### config.mk
export PLATFORM = sky130hd
export DESIGN_NAME = dbus_to_cbus_wbuf
export DESIGN_NICKNAME = d
export VERILOG_FILES = /design/src/rtl/dbus_to_cbus_wbuf.sv
export SDC_FILE = /design/constraint.sdc
export NUM_CORES = 1
export LEC_CHECK = 0
export BUFFER_PORTS_ARGS = -buffer_cell sky130_fd_sc_hd__buf_4
export CORE_MARGIN = 4
export CORE_UTILIZATION = 48
export CTS_CLUSTER_SIZE = 30
export DETAILED_ROUTE_END_ITERATION = 8
export PLACE_DENSITY_LB_ADDON = 0.08
export SLEW_MARGIN = 20
export SYNTH_ARGS = -nofsm -noshare
export SYNTH_HDL_FRONTEND = slang
export SYNTH_SLANG_ARGS = --single-unit
### constraint.sdc
create_clock -name clk -period 4.8 [get_ports clk]
set_input_delay 0.48 -clock clk [delete_from_list [all_inputs] [get_ports clk]]
set_output_delay 0.48 -clock clk [all_outputs]
set_load 0.05 [all_outputs]
### src/rtl/dbus_to_cbus_wbuf.sv
// Buffered DBus-to-CBus bridge: stores are posted into a small FIFO and acked at once,
// loads go out on CBus only after every buffered store has been written.
package dbus_to_cbus_wbuf_pkg;
    typedef logic [2:0] msize_t;
    typedef logic [3:0] mlen_t;
    localparam mlen_t MLEN1 = 4'b0000;

    typedef struct packed {
        logic        valid;
        logic [31:0] addr;
        msize_t      size;
        logic [3:0]  strobe;
        logic [31:0] data;
    } dbus_req_t;

    typedef struct packed {
        logic        addr_ok;
        logic        data_ok;
        logic [31:0] data;
    } dbus_resp_t;

    typedef struct packed {
        logic        valid;
        logic        is_write;
        msize_t      size;
        logic [31:0] addr;
        logic [3:0]  strobe;
        logic [31:0] data;
        mlen_t       len;
    } cbus_req_t;

    typedef struct packed {
        logic        ready;
        logic        last;
        logic [31:0] data;
    } cbus_resp_t;

    typedef enum logic [1:0] {
        IDLE  = 2'd0,
        DRAIN = 2'd1,
        READ  = 2'd2
    } state_t;
endpackage

// Handshake: a CBus beat completes on a posedge where dcreq.valid && dcresp.ready && dcresp.last;
// dcreq holds every field stable from valid rising until that edge. DBus requests complete in any
// cycle where addr_ok && data_ok are high; the core holds dreq stable until then.
module dbus_to_cbus_wbuf
    import dbus_to_cbus_wbuf_pkg::*;
#(
    parameter int WBUF_DEPTH = 4
) (
    input  logic                                 clk,
    input  logic                                 reset,
    input  dbus_req_t                            dreq,
    output dbus_resp_t                           dresp,
    output cbus_req_t                            dcreq,
    input  cbus_resp_t                           dcresp,
    output logic [$clog2(WBUF_DEPTH+1)-1:0]      wbuf_count,
    output state_t                               dbg_state
);
    localparam int PW = $clog2(WBUF_DEPTH);
    localparam int CW = $clog2(WBUF_DEPTH + 1);

    logic [31:0]   addr_q   [WBUF_DEPTH];
    msize_t        size_q   [WBUF_DEPTH];
    logic [3:0]    strobe_q [WBUF_DEPTH];
    logic [31:0]   data_q   [WBUF_DEPTH];

    logic [PW-1:0] head;
    logic [PW-1:0] tail;
    logic [CW-1:0] count;
    state_t        state;

    logic is_store;
    logic is_load;
    logic full;
    logic push;
    logic pop;
    logic read_done;

    // Full is judged on the registered count, so a same-cycle pop never frees a slot early.
    assign is_store  = dreq.valid && (|dreq.strobe);
    assign is_load   = dreq.valid && (dreq.strobe == 4'b0000);
    assign full      = (count == CW'(WBUF_DEPTH));
    assign push      = !reset && is_store && !full;
    assign pop       = !reset && (state == DRAIN) && dcresp.ready && dcresp.last;
    assign read_done = !reset && (state == READ) && dcresp.ready && dcresp.last;

    assign wbuf_count = count;
    assign dbg_state  = state;

    always_comb begin
        dresp         = '0;
        dresp.addr_ok = push || read_done;
        dresp.data_ok = push || read_done;
        dresp.data    = dcresp.data;
    end

    // Entry storage needs no reset: count alone decides which entries are live.
    always_ff @(posedge clk) begin
        if (push) begin
            addr_q[tail]   <= dreq.addr;
            size_q[tail]   <= dreq.size;
            strobe_q[tail] <= dreq.strobe;
            data_q[tail]   <= dreq.data;
        end
    end

    always_ff @(posedge clk) begin
        if (reset) begin
            state <= IDLE;
            head  <= '0;
            tail  <= '0;
            count <= '0;
            dcreq <= '0;
        end else begin
            if (push) begin
                tail <= tail + PW'(1);
            end
            if (pop) begin
                head <= head + PW'(1);
            end
            if (push && !pop) begin
                count <= count + CW'(1);
            end else if (pop && !push) begin
                count <= count - CW'(1);
            end

            case (state)
                IDLE: begin
                    // Pending stores always win over a waiting load to keep program order.
                    if (count != '0) begin
                        state <= DRAIN;
                        dcreq <= '{valid: 1'b1, is_write: 1'b1, size: size_q[head],
                                   addr: addr_q[head], strobe: strobe_q[head],
                                   data: data_q[head], len: MLEN1};
                    end else if (is_load) begin
                        state <= READ;
                        dcreq <= '{valid: 1'b1, is_write: 1'b0, size: dreq.size,
                                   addr: dreq.addr, strobe: 4'b0000,
                                   data: 32'h0, len: MLEN1};
                    end
                end
                DRAIN: begin
                    if (pop) begin
                        state       <= IDLE;
                        dcreq.valid <= 1'b0;
                    end
                end
                READ: begin
                    if (read_done) begin
                        state       <= IDLE;
                        dcreq.valid <= 1'b0;
                    end
                end
                default: begin
                    state       <= IDLE;
                    dcreq.valid <= 1'b0;
                end
            endcase
        end
    end
endmodule
# After elaboration in Yosys (flattened, before gate mapping)
# Memories as Yosys holds them, arrays and structs flattened. A register that Yosys moved wholly into a read port is not among the register bits.
# Cells that the tools add are included.
classes:
  n_mux: 22
  eq_ne: 6
  addsub: 4
  reduce_logical: 25
op_table:
  columns: ["operator", "n"]
  rows:
  - ["$mux 77", 2]
  - ["$mux 2", 12]
  - ["$logic_and 1x1->1", 12]
  - ["$mux 3", 2]
  - ["$pmux 2 s3", 1]
  - ["$add 2x1->2 const B", 2]
  - ["$logic_not 1->1", 4]
  - ["$logic_not 4->1", 1]
  - ["$mux 1", 4]
  - ["$ne 2x2->1 const B", 2]
  - ["$reduce_bool 2->1", 2]
  - ["$reduce_or 4->1", 1]
  - ["$add 3x1->3 const B", 1]
  - ["$eq 3x3->1 const B", 1]
  - ["$ne 3x3->1 const B", 1]
  - ["$pmux 1 s3", 1]
  - ["$reduce_and 3->1", 1]
  - ["$reduce_bool 3->1", 1]
  - ["$sub 3x1->3 const B", 1]
  - ["$eq 2x1->1 const B", 1]
  - ["$eq 2x2->1 const B", 1]
  - ["$logic_not 2->1", 1]
  - ["$reduce_and 2->1", 1]
  - ["$logic_or 1x1->1", 1]
word_totals:
  elab_cells: 72
  mem_bits_rw: 284
  register_bits: 86
  in_bits: 108
  memories: 4
memory_table:
  columns: ["name", "depth", "width", "rd", "rd_ports_with_merged_regs", "write_ports", "line", "source"]
  rows:
  - ["addr_q", 4, 32, 1, 1, 1, "65", "logic [31:0] addr_q [WBUF_DEPTH];"]
  - ["data_q", 4, 32, 1, 1, 1, "68", "logic [31:0] data_q [WBUF_DEPTH];"]
  - ["strobe_q", 4, 4, 1, 1, 1, "67", "logic [3:0] strobe_q [WBUF_DEPTH];"]
  - ["size_q", 4, 3, 1, 1, 1, "66", "msize_t size_q [WBUF_DEPTH];"]

# Longest topological paths before layout
logic_depth:
  word_depth: 8
  mapped_depth: 9
  ltp_nobuf: 8

# Worst setup path before layout
# OpenSTA, ideal clock, no wires.
synth_path:
  path_kind: "register to register"
  startpoint: "register count[0] (netlist: wbuf_count[0])"
  endpoint: "memory addr_q[0][0] (enable)"
  path_stages_with_launch: 4
  n_path_buf: 0
  setup_time_ns: 0.437
  arrival_ns: 2.947
  path_slack_ns: 1.416
  period_less_slack_ns: 3.384
  cell_sequence: "dfxtp_1 > nor3b_1 > nor3_2 > and2_1"
synth_via:
  elab_chain_cells: 5
synth_rtl:
  columns: ["element", "line", "source"]
  rows:
  - ["start, declared", "72", "logic [CW-1:0] count;"]
  - ["start signal, assigned", "125", "count <= count + CW'(1);"]
  - ["start signal, assigned", "127", "count <= count - CW'(1);"]
  - ["$eq 3x3->1", "85", "assign full = (count == CW'(WBUF_DEPTH));"]
  - ["$logic_not 1->1", "86", "assign push = !reset && is_store && !full;"]
  - ["$logic_and 1x1->1", "86", null]
  - ["named net push", "78", "logic push;"]
  - ["$mux 1", "102", "if (push) begin"]
  - ["$mux 1 (implied by the code)", "103", "addr_q[tail] <= dreq.addr;"]
  - ["end, declared", "65", null]
# The timed path passes the listed nets, and every way through them passes these cells.

==> flow_summary.ini <==
[run_status]
status = complete, no violations

[clocking]
clkSlewWorstSetupHoldPaths_ps = 60
worst_skew_pair.late_latency_ps = 520
cts_tree = built
clock_sinks = 368
root_buffer = clkbuf_16
ctsHoldBuffers = 0
cts_made_buffers = 38
postCtsSetupRepairBufs = 0
htreeDepth = 2
cts_resized = 0
ctsLongestPathBuffers = 3

[logic_synthesis]
synth_cells = 803
ys_warn_count = 0
yosys-top-cells-count = 284 x edfxtp_1, 84 x dfxtp_1, 71 x mux4_2
synth_top_family_by_area = multiplexers
synth_area_leaders = edfxtp_1 59%, dfxtp_1 12%, mux4_2 11%, buf_4 2.2%, o221ai_1 2.2%
synth_xor_area_share_pct = 0.122
synth_flop_cell = edfxtp_1
synth_area_per_cell_sq_um = 17.9
synthAdderAreaFrac_pct = 0.644
yosysSeqAreaShare_pct = 71.0
synth_edf_count = 284
synth_seq_cells = 368
synth_top_cell_by_area = edfxtp_1
synth_top_cell_area_share_pct = 59.3
synthMuxAreaShare_pct = 11.4
syn_area_sq_mm = 0.0144
synthSimpleGateAreaFrac_pct = 3.34
synth_compound_area_share_pct = 8.89
yosysMostFrequentCell = edfxtp_1
netlist-cell-type-count = 50
async_flop_share_pct = 0

[final_layout]
syn2layout_area_growth_pct = 17.0
nFillCells = 2329
final-instance-count-excl-fill = 1331
nNetsFinal = 1024
drive_gt1_share_pct = 35.4

[sta]
relSlewSlack_pct = 26.6
period_share_pct = 54.6
setup_viol = 0
fin_crit_ps = 2620
slew_violations = 0
fin_ws_ps = 2180
timing.fmax_mhz = 381
finClkSkew_ps = 12.6
rsz0062_at_grt = false
tightest_slew_ps = 1100
hold_viol = 0
tns_ps = 0

[global_route]
antenna_found_initial = 1
grt.met3_usage_pct = 2.94
grt_max_degree = 72
top_usage_layer = met2
grtUsageMet2_pct = 30.0
grtUsageMet1_pct = 26.6
grt.overflow.total = 0
grt_first_pass_wirelength_mm = 48.2
track_usage_pct = 18.7
grt_pass1_vias = 8182

[min_path]
hold_end = data_q[2][16]$_DFFE_PP_
holdPathStages = 1
hold_path.startpoint = dreq[16]
hp-class = in2reg

[route]
viasPerCell = 5.92
drt_iter0_markers = 575
drc = 0
postRouteAntennaNets = 0
num_vias = 7885
totalWireLength_mm = 31.1
first_pass_iters = 5
routedWlPerCell_um = 23.4

[setup_path]
cp-end-kind = output port
critPathMaxFanout = 14
worstRegToRegCells = 4
reg2reg_to = dcreq[49]$_SDFFE_PP0P_
criticalPathCategory = in2out
start_kind = primary input
reg2reg_from = wbuf_count[0]$_SDFFE_PP0P_
arrival_ps = 2140
ff2ff_setup_slack_ps = 2310
crit_required_ps = 4320

[job]
cap_violations = 0

[place]
post-place-ws_ps = 1870
gp_congestion = 0.702
port_buffers = 155
post-dp-hpwl_mm = 18.2
dp_cells = 1259

[die]
placementRows = 63
initial_core_util_pct = 48.6
die_w_um = 181
die-area_sq_mm = 0.0328
core_sq_mm = 0.0296
dieHeight_um = 181
io-pin-count = 224

[power]
max-vdd-ir-drop_uv = 305
total_power_w = 0.00816
power_density_mw_per_mm2 = 485
cellLeakagePower_nw = 5.59
-- through the flow --
stage	util (%)	instance area [sq um]	hold slack, ps
floorplan	-	14400	455
global route	56.9	16800	152
detailed placement	52.8	15600	473
CTS	56.8	16800	137
global placement	52.4	15500	464
finish	56.9	16800	159
-- placed cells by master (no fill, tap or decap), types with 3 or more instances in the layout --
| cell | n |
|---|---|
| a21oi_1 | 40 |
| a221oi_1 | 9 |
| a311oi_1 | 9 |
| and2_4 | 4 |
| buf_12 | 4 |
| buf_16 | 3 |
| buf_4 | 160 |
| clkbuf_1 | 15 |
| clkbuf_16 | 41 |
| clkinv_1 | 5 |
| clkinv_2 | 6 |
| conb_1 | 4 |
| dfxtp_1 | 82 |
| edfxtp_1 | 284 |
| ha_1 | 5 |
| inv_1 | 5 |
| mux2i_1 | 3 |
| mux4_2 | 71 |
| nand2_1 | 21 |
| nand3_1 | 36 |
| nor2_1 | 4 |
| o21ai_0 | 3 |
| o221a_2 | 26 |
| o221ai_1 | 36 |
| o31a_1 | 26 |
-- area by class of cell --
cell class | instances | area [sq um] | area share, %
clock buffer | 57 | 1100 | 6.52
inverter | 5 | 18.8 | 0.112
multi-input combinational | 330 | 3550 | 21.1
timing repair buffer | 167 | 1360 | 8.11
antenna | 1 | 2.50 | 0.0149
sequential | 368 | 10200 | 60.7
tap | 390 | 488 | 2.90
clock inverter | 13 | 86.3 | 0.513
-- registers in the layout, indices dropped and copies added (netlist names), named ones only --
signal,flops
size_q,12
wbuf_count,3
data_q,128
dbg_state,2
addr_q,128
dcreq,73
head,2
tail,2
strobe_q,16
-- power breakdown --
part           switching, W  total, W  leakage [nW]  internal, W
logic               0.00106   0.00160          1.75     0.000533
registers          0.000138   0.00378          3.27      0.00365
clock network       0.00115   0.00278         0.576      0.00163
total               0.00235   0.00816          5.59      0.00581
-- worst max-delay path by stage --
| stage | start | end | slack [ps] |
|---|---|---|---|
| 2_1_floorplan | wbuf_count[0]$_SDFFE_PP0P_ | addr_q[0][0]$_DFFE_PP_ | 1420 |
| 3_3_place_gp | reset | data_q[1][14]$_DFFE_PP_ | 1830 |
| 3_5_place_dp | reset | data_q[0][10]$_DFFE_PP_ | 1870 |
| 4_1_cts | dreq[33] | dresp[32] | 2140 |
| 5_1_grt | wbuf_count[0]$_SDFFE_PP0P_ | dresp[32] | 2070 |
| 6_report | dreq[33] | dresp[32] | 2180 |
-- worst max-delay path, stage by stage --
cell	delay, ps
buf_4	140
nor4_4	790
nor3_2	210
o21bai_1	280
buf_4	240
-- kinds of logic (layout without fill, tap and decap cells) --
| family | after synthesis | after routing |
|---|---|---|
| flops | 368 | 368 |
| compound gates | 156 | 156 |
| buf+inv | 108 | 242 |
| simple gates | 86 | 86 |
| mux | 75 | 75 |
| fa+ha+maj | 7 | 7 |
| xor+xnor | 2 | 2 |
| other cells | 1 | 5 |
-- layer usage --
metal / share of wire [%] / wire length, um
met1: 44 / 13600
met2: 48 / 14900
met3: 5.8 / 1800
met4: 2.6 / 818
met5: 0 / 0
Power figures use the tool's default switching activity.
